[src/rtl/key_expand_ctrl.sv]
// key_expand_ctrl: SM4 key-expansion sequencer around an external round function.
// Define SM4_RK_STORE_EN to add a 32x32 round-key store with a registered read port.
module key_expand_ctrl #(
  parameter int WORD_WIDTH = 32,
  parameter int RF_LATENCY = 4
) (
  input  logic                      clk,
  input  logic                      rst_n,
  input  logic                      start,
  input  logic [4*WORD_WIDTH-1:0]   mk,
  output logic                      busy,
  output logic                      done,
  output logic [WORD_WIDTH-1:0]     ck,
  output logic [WORD_WIDTH-1:0]     k_0_out,
  output logic [WORD_WIDTH-1:0]     k_1_out,
  output logic [WORD_WIDTH-1:0]     k_2_out,
  output logic [WORD_WIDTH-1:0]     k_3_out,
  input  logic [WORD_WIDTH-1:0]     k_4_in,
  output logic                      rk_valid,
  output logic [WORD_WIDTH-1:0]     rk,
  output logic [4:0]                rk_idx
`ifdef SM4_RK_STORE_EN
  ,
  input  logic [4:0]                rk_rd_addr,
  output logic [WORD_WIDTH-1:0]     rk_rd_data
`endif
);
  localparam int CW = $clog2(RF_LATENCY + 2);
  localparam logic [4*WORD_WIDTH-1:0] FK = 128'hA3B1BAC6_56AA3350_677D9197_B27022DC;
  typedef enum logic {IDLE, RUN} state_t;
  state_t                r_state;
  logic [WORD_WIDTH-1:0] r_k0, r_k1, r_k2, r_k3;
  logic [CW-1:0]         r_cnt;
  logic [4:0]            r_round;
  logic                  r_busy, r_done, r_rk_valid;
  logic [WORD_WIDTH-1:0] r_rk;
  logic [4:0]            r_rk_idx;
  logic                  w_capture;
  assign w_capture = (r_state == RUN) && (r_cnt == CW'(RF_LATENCY));
  // CK byte j of round r is (28*r + 7*j) mod 256, MSB first
  always_comb begin
    ck = '0;
    for (int j = 0; j < 4; j++) ck[31-8*j -: 8] = 8'(28 * r_round + 7 * j);
  end
  always_ff @(posedge clk or negedge rst_n) begin
    if (!rst_n) begin
      r_state    <= IDLE;
      {r_k0, r_k1, r_k2, r_k3} <= '0;
      r_cnt      <= '0;
      r_round    <= '0;
      r_busy     <= 1'b0;
      r_done     <= 1'b0;
      r_rk_valid <= 1'b0;
      r_rk       <= '0;
      r_rk_idx   <= '0;
    end else begin
      r_rk_valid <= 1'b0;
      r_done     <= 1'b0;
      if (r_state == IDLE) begin
        if (start) begin
          {r_k0, r_k1, r_k2, r_k3} <= mk ^ FK;
          r_cnt   <= '0;
          r_round <= '0;
          r_busy  <= 1'b1;
          r_state <= RUN;
        end
      end else if (w_capture) begin
        {r_k0, r_k1, r_k2, r_k3} <= {r_k1, r_k2, r_k3, k_4_in};
        r_rk       <= k_4_in;
        r_rk_idx   <= r_round;
        r_rk_valid <= 1'b1;
        r_cnt      <= '0;
        r_round    <= r_round + 5'd1;
        if (r_round == 5'd31) begin
          r_state <= IDLE;
          r_busy  <= 1'b0;
          r_done  <= 1'b1;
        end
      end else begin
        r_cnt <= r_cnt + 1'b1;
      end
    end
  end
  assign busy     = r_busy;
  assign done     = r_done;
  assign rk_valid = r_rk_valid;
  assign rk       = r_rk;
  assign rk_idx   = r_rk_idx;
  assign k_0_out  = r_k0;
  assign k_1_out  = r_k1;
  assign k_2_out  = r_k2;
  assign k_3_out  = r_k3;
`ifdef SM4_RK_STORE_EN
  logic [WORD_WIDTH-1:0] r_store [32];
  logic [WORD_WIDTH-1:0] r_rd_data;
  always_ff @(posedge clk or negedge rst_n) begin
    if (!rst_n) begin
      for (int i = 0; i < 32; i++) r_store[i] <= '0;
      r_rd_data <= '0;
    end else begin
      if (r_rk_valid) r_store[r_rk_idx] <= r_rk;
      r_rd_data <= r_store[rk_rd_addr];
    end
  end
  assign rk_rd_data = r_rd_data;
`endif
endmodule

[config.mk]
export PLATFORM = sky130hd
export DESIGN_NAME = key_expand_ctrl
export DESIGN_NICKNAME = d
export VERILOG_FILES = /design/src/rtl/key_expand_ctrl.sv
export SDC_FILE = /design/constraint.sdc
export NUM_CORES = 1
export LEC_CHECK = 0
export BUFFER_PORTS_ARGS = -buffer_cell sky130_fd_sc_hd__buf_2
export CORE_MARGIN = 5
export CORE_UTILIZATION = 45
export CTS_BUF_LIST = sky130_fd_sc_hd__clkbuf_4 sky130_fd_sc_hd__clkbuf_8
export DETAILED_ROUTE_END_ITERATION = 6
export MAX_ROUTING_LAYER = met4
export PLACE_DENSITY_LB_ADDON = 0.12
export SKIP_LAST_GASP = 1
export SLEW_MARGIN = 20
export SYNTH_ARGS = -nofsm -noshare
export SYNTH_HDL_FRONTEND = slang
export SYNTH_SLANG_ARGS = --single-unit
[constraint.sdc]
create_clock -name clk -period 2.3 [get_ports clk]
set_input_delay 0.23 -clock clk [delete_from_list [all_inputs] [get_ports clk]]
set_output_delay 0.23 -clock clk [all_outputs]
set_load 0.02 [all_outputs]
Yosys cells after proc, flatten, opt, wreduce, memory -nomap -nowiden
Cells that the tools add are included.

Flip-flop bits (word level): 177. Input port bits: 163. Output and inout bits: 200. Logic and storage cells: 59.

Add/subtract/negate cells: 5. Multipliers: 1. Equality and inequality tests: 4. Muxes and demuxes: 31. Bitwise operators: 1. Reductions and logical operators: 5.

Operators by type and width (number): $mux 32 (12); $not 64->64 (1); $mux 5 (3); $mux 1 (13); $mux 3 (3); $add 8x3->8 const B (1); $add 8x4->8 const B (1); $add 8x5->8 const B (1); $mul 3x5->6 const A (1); $add 5x1->5 const B (1); $eq 5x5->1 const B (1); $ne 2x1->1 const B (2); $reduce_and 2->1 (2); $add 3x1->3 const B (1); $eq 3x3->1 const B (1); $reduce_and 3->1 (1); $reduce_bool 2->1 (1); $logic_and 1x1->1 (1).

Depth between registers and ports, before layout
Word-level depth: 4. Depth in mapped cells: 9. Mapped depth without buffers: 7.

Least setup slack after synthesis
No wires, ideal clock.

Path kind: reg-to-output. Start point: register r_round[0]. End point: output port ck[22]. Arrival time: 2.557 ns. Data required time: 2.070 ns. Slack: -0.487 ns. Cell stages (with the launch flop): 8. Buffers on the path: 0. Cell sequence: dfrtp_1 > fa_1 > ha_1 > inv_1 > fa_1 > xor2_1 > inv_1 > xnor2_1.

Cells in the longest elaborated chain, start to end: 2.

Ends and longest elaborated chain: start, declared (line 34) `logic [4:0] r_round;`; start signal, assigned (line 73) `r_round <= r_round + 5'd1;`; $mul 3x5->6; via ck[30] (line 13) `output logic [WORD_WIDTH-1:0] ck,`; $add 8x3->8 (line 43) `for (int j = 0; j < 4; j++) ck[31-8*j -: 8] = 8'(28 * r_round + 7 * j);`; end, declared (line 13).

The timed path passes the listed nets, and every way through them passes these cells.

Worst setup path in the final report
Start point: register r_round[2]. End point: output port ck[15].

Cells in the longest elaborated chain, start to end: 2.

Ends and longest elaborated chain (line): $mul 3x5->6 (43); $add 8x4->8 (43).

No other way between the ends.

==> results.py <==
metrics = {
    "die": {
        "io_pins": 363,
        "dieArea_sq_mm": 0.02262,
        "fp.coreArea_sq_mm": 0.01946,
        "start_util": 0.4558,
        "die_w_um": 150.4,
        "fp-row-count": 51,
        "die_h_um": 150.4,
    },
    "min_path": {
        "hp-start": "k_4_in[0]",
        "min_to": "rk[0]",
        "hp-class": "input port to flop",
        "min_path_cells": 3,
    },
    "sta": {
        "fin_tns_setup_ns": -8.732,
        "hold_viol": 0,
        "worst_slew_pin_slew_ns": 0.8593,
        "max_freq_ghz": 0.3249,
        "holdWs_ns": 0.05968,
        "fin_ws_ns": -0.7783,
        "setup_violations": 15,
        "post-route-period-util": 1.338,
        "fin_crit_ns": 3.078,
        "finClkSkew_ns": 0.01652,
        "rsz0062_at_grt": "true",
        "relSlewSlack": 0.4272,
        "drv_slew": 0,
    },
    "global_route": {
        "grt_max_degree": 128,
        "grt_usage": 0.2485,
        "grt_pass1_vias": 7595,
        "gr-total-overflow": 0,
        "grt_pass1_wl_um": 42480,
        "antenna_found_initial": 3,
    },
    "logic_synthesis": {
        "syn_avg_cell_area_sq_um": 9.706,
        "synth_edf_count": 0,
        "synth_warnings": 0,
        "synthFlopType": "dfrtp_1",
        "async_flop_share": 1.000,
        "syn_inst": 914,
        "synth_cell_types": 34,
        "synth_seq_cells": 177,
        "synth_seq_area_share": 0.4993,
        "netlist_area_sq_mm": 0.008871,
    },
    "power": {
        "p_leak_uw": 0.005948,
        "power_density_mw_per_mm2": 1866,
        "vdd_ir_drop_max_v": 0.001818,
    },
    "finish": {
        "area_growth_pct": 34.78,
        "final_nets": 1452,
        "finalInstanceArea_sq_mm": 0.01196,
        "final_core_util": 0.6143,
        "drive_above_1_share": 0.4249,
        "layout_common_cells": "buf_2, dfrtp_1, nor3_1, nand2_1, a21oi_1",
        "layout_commonest_cell": "buf_2",
    },
    "clock_tree": {
        "htreeDepth": 4,
        "cts_max_path_buffers": 2,
        "cts_sinks": 177,
        "root_buffer": "clkbuf_8",
        "numCtsBuffers": 17,
        "cts_tree": "yes",
        "clk_pin_slew_ns": 0.09,
        "clk_latency_ns": 0.45,
    },
    "drt": {
        "drc": 0,
        "wl_per_cell_um": 18.25,
        "ant_nets": 0,
        "dr.pass1.iters": 5,
        "viasPerCell": 5.088,
        "drtIter0Drc": 446,
        "totalWireLength_um": 28340,
        "via_count": 7901,
    },
    "placed_design": {
        "place.gp.congestion": 0.9047,
        "pre_cts_ws_ns": -0.3721,
        "port_buffers": 354,
        "dpl.hpwl_um": 19830,
        "place_area_sq_mm": 0.01097,
    },
    "critical_path": {
        "cp_max_fo": 5,
        "timing.rr.start": "r_cnt[0]",
        "cp.required_ns": 2.07,
        "cp-startpoint": "r_round[2]",
        "worstPathArrival_ns": 2.85,
        "end_kind": "primary output",
        "reg2reg_slack_ns": 0.43,
        "worstRegToRegCells": 7,
        "timing.rr.end": "k_1_out[0]",
        "start_kind": "flop",
        "crit_type": "flop to primary output",
    },
    "status": {
        "status": "finished, violations left",
        "violations": "setup timing",
    },
    "flow_run": {
        "max-cap-violations": 0,
    },
}
[area by class of cell]
| cell class | instances | area, sq um |
|---|---|---|
| clock inverter | 12 | 147.6 |
| clock buffer | 19 | 261.5 |
| sequential | 177 | 4436 |
| multi-input combinational | 640 | 4121 |
| inverter | 14 | 66.31 |
| timing repair buffer | 423 | 2585 |
| tap | 265 | 331.6 |
| antenna | 3 | 7.507 |
| fill | 1739 | 7506 |
[where the power goes]
part           total [uW]  internal, uW  leakage [uW]  switching (uW)
sequential           5710          4560       0.00198            1160
clock                2220          1050      0.000202            1170
combinational       14400          6280       0.00377            8100
[what timing repair did]
item / in CTS / in global routing
buffers inserted: 4 / 3
pin swaps: 13 / 4
setup endpoints to repair: 18 / 18
gates resized for setup: 35 / 12
hold buffers: 32 / 1
hold endpoints to repair: 96 / 1
[kinds of logic after synthesis]
group,Yosys count,synth area share
xor+xnor,15,0.01946
compound gates,206,0.1568
fa+ha+maj,16,0.02680
simple gates,329,0.1608
mux,66,0.07447
other cells,2,0.0008466
buf+inv,103,0.06149
flops,177,0.4993
[critical path, cell delays in order, from the launching register on]
cell and delay, ns:
dfrtp_2 0.44, fa_1 0.58, ha_4 0.14, inv_2 0.03
fa_2 0.39, xor2_4 0.20, nor3_4 0.20, xnor3_2 0.27
buf_6 0.14
[sequential cells by signal (all words and copies together) (netlist names)]
register	cells
r_state	1
busy	1
done	1
k_2_out	32
rk_valid	1
rk_idx	5
r_round	5
k_1_out	32
r_cnt	3
k_3_out	32
k_0_out	32
rk	32
[synth_stat cells (all sizes together), types with 3 or more instances]
| master | n | area (sq um) |
|---|---|---|
| mux2i | 66 | 660.6 |
| ha | 11 | 137.6 |
| nor2 | 73 | 274.0 |
| nor3 | 132 | 660.6 |
| clkbuf | 43 | 161.4 |
| xnor2 | 11 | 96.34 |
| xnor3 | 3 | 67.56 |
| nand2 | 114 | 427.9 |
| fa | 5 | 100.1 |
| a21oi | 194 | 1316 |
| nand3 | 3 | 20.02 |
| inv | 13 | 48.79 |
| buf | 46 | 331.6 |
| dfrtp | 177 | 4429 |
| o21ai | 7 | 35.03 |
[routing by layer]
| layer | routed length (um) | track usage | vias to the layer above |
|---|---|---|---|
| met5 | 0 | - | - |
| met4 | 340 | 0.05261 | 0 |
| met3 | 1945 | 0.04877 | 18 |
| met2 | 13490 | 0.3824 | 281 |
| met1 | 12560 | 0.3454 | 3773 |
| li1 | - | - | 3829 |
[stage by stage]
stage,instances,total power (uW)
floorplan,920,13950
global placement,1481,18200
detailed placement,1481,18420
CTS,1547,21940
global route,1553,23720
finish,1553,22320
[how the worst max path moves through the flow]
stage | end | slack (ns) | cells past startpoint
2_1_floorplan | ck[14] | -0.21 | 7
3_3_place_gp | ck[7] | -0.32 | 8
3_5_place_dp | ck[7] | -0.37 | 8
4_1_cts | ck[15] | -0.78 | 8
5_1_grt | ck[15] | -0.91 | 8
6_report | ck[15] | -0.78 | 8
No activity file was read; power rests on OpenSTA's default activity.
